$ cat src/rtl/reduct_pkg.sv
// Shared op encodings and reduction helpers for the pipelined reduction tree.
// Helpers work on a wide vector; callers size-cast to their own DATA width.
package reduct_pkg;

  localparam int REDUCT_MAX_W = 256;

  typedef enum logic [1:0] {
    REDUCT_AND = 2'd0,
    REDUCT_OR  = 2'd1,
    REDUCT_XOR = 2'd2,
    REDUCT_RSV = 2'd3
  } reduct_op_t;

  // Neutral element of the op in the low 'width' bits: ones for and, zeros otherwise.
  function automatic logic [REDUCT_MAX_W-1:0] reduct_ident(input reduct_op_t op,
                                                           input int width);
    logic [REDUCT_MAX_W-1:0] r;
    r = '0;
    if (op == REDUCT_AND) r = {REDUCT_MAX_W{1'b1}} >> (REDUCT_MAX_W - width);
    return r;
  endfunction

  function automatic logic [REDUCT_MAX_W-1:0] reduct_f(input reduct_op_t op,
                                                       input logic [REDUCT_MAX_W-1:0] a,
                                                       input logic [REDUCT_MAX_W-1:0] b);
    logic [REDUCT_MAX_W-1:0] r;
    case (op)
      REDUCT_AND: r = a & b;
      REDUCT_OR:  r = a | b;
      REDUCT_XOR: r = a ^ b;
      default:    r = '0;
    endcase
    return r;
  endfunction

endpackage

$ cat src/rtl/reduct_lvl.sv
// One level of the reduction tree, optionally followed by a flow-controlled
// register stage. LEAVES=1 is a pass-through level used for the single-lane case.
module reduct_lvl
  import reduct_pkg::*;
#(
  parameter int LEAVES     = 2,
  parameter int DATA       = 16,
  parameter bit REGISTERED = 1'b1,
  parameter bit LAST       = 1'b0,
  localparam int OUTS      = (LEAVES > 1) ? LEAVES / 2 : 1
) (
  input  logic                        clk,
  input  logic                        reset_,
  input  logic                        up_valid,
  output logic                        up_ready,
  input  logic [LEAVES-1:0][DATA-1:0] up_data,
  input  reduct_op_t                  up_op,
  input  logic                        up_inv,
  output logic                        dn_valid,
  input  logic                        dn_ready,
  output logic [OUTS-1:0][DATA-1:0]   dn_data,
  output reduct_op_t                  dn_op,
  output logic                        dn_inv
);

  logic [OUTS-1:0][DATA-1:0] red;
  logic [OUTS-1:0][DATA-1:0] lvl_out;

  if (LEAVES > 1) begin : g_red
    for (genvar j = 0; j < OUTS; j++) begin : g_pair
      assign red[j] = DATA'(reduct_f(up_op, REDUCT_MAX_W'(up_data[2*j]),
                                     REDUCT_MAX_W'(up_data[2*j+1])));
    end
  end else begin : g_single
    assign red[0] = up_data[0];
  end

  // Inversion happens exactly once, on the final level only.
  assign lvl_out = (LAST && up_inv) ? ~red : red;

  if (REGISTERED) begin : g_reg
    logic                      v_q;
    logic [OUTS-1:0][DATA-1:0] d_q;
    reduct_op_t                op_q;
    logic                      inv_q;
    logic                      load;

    // Load when empty or when the downstream side takes our content this cycle.
    assign load = !v_q || dn_ready;

    always_ff @(posedge clk or negedge reset_) begin
      if (!reset_) begin
        v_q   <= 1'b0;
        d_q   <= '0;
        op_q  <= REDUCT_AND;
        inv_q <= 1'b0;
      end else if (load) begin
        v_q <= up_valid;
        if (up_valid) begin
          d_q   <= lvl_out;
          op_q  <= up_op;
          inv_q <= up_inv;
        end
      end
    end

    assign up_ready = load;
    assign dn_valid = v_q;
    assign dn_data  = d_q;
    assign dn_op    = op_q;
    assign dn_inv   = inv_q;
  end else begin : g_comb
    logic unused_clk;
    assign unused_clk = clk & reset_;
    assign up_ready   = dn_ready;
    assign dn_valid   = up_valid;
    assign dn_data    = lvl_out;
    assign dn_op      = up_op;
    assign dn_inv     = up_inv;
  end

endmodule

$ cat src/rtl/reduct_pipe.sv
// Pipelined IN-lane bitwise reduction (and/or/xor with optional inversion),
// with per-lane mask, register insertion every REG_INTV levels and valid/ready.
module reduct_pipe
  import reduct_pkg::*;
#(
  parameter int IN       = 4,
  parameter int DATA     = 16,
  parameter int REG_INTV = 1
) (
  input  logic                    clk,
  input  logic                    reset_,
  input  logic                    in_valid,
  output logic                    in_ready,
  input  logic [IN-1:0][DATA-1:0] in_data,
  input  logic [IN-1:0]           in_mask,
  input  logic [1:0]              in_op,
  input  logic                    in_inv,
  output logic                    out_valid,
  input  logic                    out_ready,
  output logic [DATA-1:0]         out_data,
  output logic [1:0]              out_op
);

  localparam int LOG2_IN = $clog2(IN);
  localparam int EIN     = 1 << LOG2_IN;
  localparam int NLVL    = (LOG2_IN == 0) ? 1 : LOG2_IN;

  // Handshake: a transfer happens on a clock edge where valid && ready on the
  // same side. Valid never depends on ready; ready may depend on downstream ready.

  reduct_op_t                op_sel;
  logic [DATA-1:0]           ident;
  logic [EIN-1:0][DATA-1:0]  leaves;

  assign op_sel = reduct_op_t'(in_op);
  assign ident  = DATA'(reduct_ident(op_sel, DATA));

  // Masked lanes, padding leaves and every lane of the reserved op become identity.
  for (genvar j = 0; j < EIN; j++) begin : g_leaf
    if (j < IN) begin : g_lane
      assign leaves[j] = (in_mask[j] && op_sel != REDUCT_RSV) ? in_data[j] : ident;
    end else begin : g_pad
      assign leaves[j] = ident;
    end
  end

  for (genvar i = 0; i < NLVL; i++) begin : g_lvl
    localparam int  LEAVES = EIN >> i;
    localparam int  OUTS   = (LEAVES > 1) ? LEAVES / 2 : 1;
    localparam bit  IS_LAST = (i == NLVL - 1);
    localparam bit  IS_REG  = (((i + 1) % REG_INTV) == 0) || IS_LAST;

    logic                        v_in;
    logic [LEAVES-1:0][DATA-1:0] d_in;
    reduct_op_t                  op_in;
    logic                        inv_in;
    logic                        rdy_dn;
    logic                        rdy_o;
    logic                        v_o;
    logic [OUTS-1:0][DATA-1:0]   d_o;
    reduct_op_t                  op_o;
    logic                        inv_o;

    if (i == 0) begin : g_src
      assign v_in   = in_valid;
      assign d_in   = leaves;
      assign op_in  = op_sel;
      assign inv_in = in_inv;
    end else begin : g_chain
      assign v_in   = g_lvl[i-1].v_o;
      assign d_in   = g_lvl[i-1].d_o;
      assign op_in  = g_lvl[i-1].op_o;
      assign inv_in = g_lvl[i-1].inv_o;
    end

    if (IS_LAST) begin : g_sink
      assign rdy_dn = out_ready;
    end else begin : g_next
      assign rdy_dn = g_lvl[i+1].rdy_o;
    end

    reduct_lvl #(
      .LEAVES    (LEAVES),
      .DATA      (DATA),
      .REGISTERED(IS_REG),
      .LAST      (IS_LAST)
    ) u_lvl (
      .clk     (clk),
      .reset_  (reset_),
      .up_valid(v_in),
      .up_ready(rdy_o),
      .up_data (d_in),
      .up_op   (op_in),
      .up_inv  (inv_in),
      .dn_valid(v_o),
      .dn_ready(rdy_dn),
      .dn_data (d_o),
      .dn_op   (op_o),
      .dn_inv  (inv_o)
    );
  end

  logic unused_inv;
  assign unused_inv = g_lvl[NLVL-1].inv_o;

  assign in_ready  = g_lvl[0].rdy_o;
  assign out_valid = g_lvl[NLVL-1].v_o;
  assign out_data  = g_lvl[NLVL-1].d_o[0];
  assign out_op    = g_lvl[NLVL-1].op_o;

endmodule

$ cat config.mk
export PLATFORM = sky130hd
export DESIGN_NAME = reduct_pipe
export DESIGN_NICKNAME = d
export VERILOG_FILES = /design/src/rtl/reduct_pkg.sv /design/src/rtl/reduct_lvl.sv /design/src/rtl/reduct_pipe.sv
export SDC_FILE = /design/constraint.sdc
export NUM_CORES = 1
export LEC_CHECK = 0
export BUFFER_PORTS_ARGS = -buffer_cell sky130_fd_sc_hd__buf_2
export CAP_MARGIN = 0
export CORE_ASPECT_RATIO = 0.7
export CORE_MARGIN = 2
export CORE_UTILIZATION = 50
export DETAILED_ROUTE_END_ITERATION = 6
export HOLD_SLACK_MARGIN = 0.02
export MAX_ROUTING_LAYER = met4
export PLACE_DENSITY_LB_ADDON = 0.25
export SLEW_MARGIN = 25
export SYNTH_ARGS = -nofsm -noshare
export SYNTH_HDL_FRONTEND = slang
export SYNTH_HIERARCHICAL = 1
export SYNTH_SLANG_ARGS = --single-unit
$ cat constraint.sdc
create_clock -name clk -period 2.7 [get_ports clk]
set_input_delay 0.54 -clock clk [delete_from_list [all_inputs] [get_ports clk]]
set_output_delay 0.54 -clock clk [all_outputs]
set_load 0.005 [all_outputs]
== Word level (Yosys, flattened, before mapping) ==
Cells that the tools add are included.
Word-level totals
  register bits: 55
  input bits: 75
  logic and storage cells: 44
Cells by class
  equal/unequal tests: 5
  multiplexer cells: 9
  bitwise logic cells: 10
  reductions and logical operators: 12
Operator list (number)
  $pmux 16 s3: 3
  $mux 16: 6
  $and 16x16->16: 3
  $or 16x16->16: 3
  $xor 16x16->16: 3
  $not 16->16: 1
  $eq 2x1->1 const B: 2
  $eq 2x2->1 const B: 2
  $logic_and 1x1->1: 4
  $logic_not 2->1: 2
  $reduce_and 2->1: 2
  $logic_not 1->1: 2
  $logic_or 1x1->1: 2
  $ne 2x2->1 const B: 1

== Logic depth before layout (Yosys ltp) ==
  depth after elaboration: 5
  mapped depth: 10
  gate-level depth less buffers: 8

== By module ==
Netlist, hierarchy kept.
By module, submodules not included
  reduct_lvl (g_lvl[0].u_lvl): times used 1, cells each 282, area each 3156.8 µm²
  reduct_lvl (g_lvl[1].u_lvl): times used 1, cells each 230, area each 2170.8 µm²
  reduct_pipe: times used 1, cells each 230, area each 1699.1 µm²

== Worst setup path after synthesis ==
OpenSTA, ideal clock, no wires.
  kind: input to register
  from: in in_op[1]
  to: reg g_lvl[0].u_lvl.g_reg.d_q, in the netlist g_lvl[0].u_lvl/dn_data[11]
  library setup time: 125 ps
  arrival time: 2019 ps
  data required time: 2575 ps
  slack: 556 ps
  stages: 8
  buffers on the path: 2
  cells stage by stage: clkbuf_2 clkbuf_1 o22ai_2 inv_1 ha_1 mux2i_1 o22ai_1 mux2_4
RTL lines
  from (decl): line reduct_pipe.sv:16  | input logic [1:0] in_op,
  to (signal assigned): line reduct_lvl.sv:60  | d_q <= lvl_out;
  to (decl): line reduct_lvl.sv:43  | logic [OUTS-1:0][DATA-1:0] d_q;

==> flow_summary_export.csv <==
group,metric,value,unit
drt,drc_errors,0,
drt,wl,15.1,mm
power,power_density,447,nW/um2
setup_path,start_kind,"input port",
grt,grt.overflow.total,0,
flow_run,maxCapViolCount,0,
grt,met1_usage,0.273,
drt,final_antenna_net_count,0,
drt,avgViaCountPerCell,5.61,
cts,cts_buffers,5,
grt,top_usage_layer,"met2",
power,p_leak,0.00358,uW
setup_path,rr_startpoint,"g_lvl[0].u_lvl/dn_op[0]",
floorplanning,die-area,15000,um2
cts,clock_sinks,55,
grt,use_met2,0.367,
power,power,3360,uW
power,p_switching,1210,uW
setup_path,cp_max_fo,33,
final_layout,nNetsFinal,963,
place,port_buffers,94,
floorplanning,core_area,13800,um2
final_layout,final_cell_mix,"inv_1 (98), ha_1 (96), buf_2 (91), nand2_1 (67), dfrtp_1 (55)",
floorplanning,ioPinCount,95,
cts,ctsLongestPathBuffers,2,
cts,insertion_delay,290,ps
setup_path,crit_required,2880,ps
setup_path,cp-end-kind,"register",
timing,clock_skew,4.42,ps
floorplanning,row_count,36,
final_layout,final_common_cell,"inv_1",
drt,drt_first_pass_iters,4,
final_layout,final-seq-area,1380,um2
cts,cts_resized,0,
timing,maxSlewViolCount,0,
setup_path,crit_start,"in_mask[1]",
timing,min_period,2240,ps
setup_path,crit_arrival,2420,ps
timing,hold_viol_final,0,
power,internal-power,2150,uW
floorplanning,chipHeight,103,um
timing,rsz0062_at_grt,"no",
final_layout,drive_above_1_share,0.333,
final_layout,fillers,1255,
power,p_comb_frac,0.455,
floorplanning,start_util,0.507,
cts,cts_setup_buffers,0,
cts,cts_max_level,2,
grt,grt_pass1_wl,25.4,mm
grt,grt_pass1_vias,5329,
drt,drt_iter0_drc,300,
worst_hold_path,hold_class,"input port to asynchronous set/reset pin",
grt,use_met3,0.0195,
logic_synthesis,yosysWarnings,6,
logic_synthesis,syn-cell-area,6990,um2
grt,grtUsageTotal,0.211,
timing,tightest_slew,867,ps
setup_path,reg2regPathDepth,3,
floorplanning,die_w,145,um
outcome,outcome,"finished, final reports clean",
power,ir_worst_vdd,0.326,mV
logic_synthesis,synthCells,740,
cts,root_buffer,"clkbuf_16",
place,dp_hpwl,11.5,mm
timing,setup_viol,0,
grt,grt_max_degree,51,
setup_path,worstSetupPathType,"input port to register",
logic_synthesis,syn_avg_cell_area,9.45,um2
power,power_frac_clock,0.193,
cts,clkTransAtPathRegs,70,ps
timing,post-route-period-util,0.831,
timing,fmax,446,MHz
final_layout,syn_to_final_growth,7.64,%
logic_synthesis,syn_nets,911,
cts,cts_tree,"yes",
drt,wire_per_inst,15.4,um
final_layout,multi_input_area,4720,um2
grt,antenna_found_initial,0,
power,seq_power_share,0.352,
final_layout,insertedDiodeCount,0,
power,p_sw_frac,0.359,
drt,vias,5511,
place,gp_congestion,0.855,
timing,setup_tns,0,ps
cts,cts-hold-fix-buffers,0,
timing,slew_headroom,0.421,
power groups by stage:
stage	Combinational, uW	Sequential [uW]	Clock [uW]
after floorplan	1180	1140	0
after global placement	1470	1190	0
after detailed placement	1530	1200	0
after CTS	1540	1190	661
after global routing	1720	1220	696
final	1530	1180	650
flip-flops by register name (all words and copies together) (netlist names):
signal,count
g_lvl.u_lvl/dn_data,48
g_lvl.u_lvl/dn_inv,1
g_lvl.u_lvl/dn_op,4
g_lvl.u_lvl/dn_valid,2
worst max-delay path: stages:
cell and delay, ps:
buf_2 270, nor2_4 360, a21oi_1 70, o22ai_1 250, inv_1 80, ha_1 270
mux2i_1 140, o22ai_1 120, mux2_2 310
stage by stage:
step	worst slack, ps	instances	hold slack, ps	util	area [um2]
CTS	480	982	436	0.546	7520
global route	293	982	270	0.546	7530
finish	457	982	226	0.546	7530
global placement	258	975	489	0.535	7380
detailed placement	173	975	498	0.535	7380
floorplan	556	740	244	-	6990
worst paths after layout:
| kind | end | slack, ps |
|---|---|---|
| setup / recovery | g_lvl[0].u_lvl/dn_data[5] | 460 |
| hold / removal | g_lvl[1].u_lvl/dn_data[9] | 230 |
| setup reg to reg | g_lvl[1].u_lvl/dn_data[14] | 590 |
| hold reg to reg | g_lvl[1].u_lvl/dn_op[1] | 510 |
| max in group asynchronous | g_lvl[1].u_lvl/dn_op[0] | 1950 |
| min in group clk | g_lvl[0].u_lvl/dn_valid | 450 |
layer usage:
metal / up-vias / part of all wire
met1: 2664 / 0.48
met2: 104 / 0.47
met5: - / 0
met4: 0 / 0.0088
met3: 13 / 0.035
li1: 2730 / -
cell type report:
| class | count | share of cell area |
|---|---|---|
| Clock buffer | 6 | 0.0185 |
| Inverter | 99 | 0.0494 |
| Clock inverter | 1 | 0.000665 |
| Sequential cell | 55 | 0.183 |
| Tap cell | 190 | 0.0316 |
| Multi-Input combinational cell | 515 | 0.627 |
| Timing Repair Buffer | 116 | 0.0904 |
(Power assumes the default switching activity.)
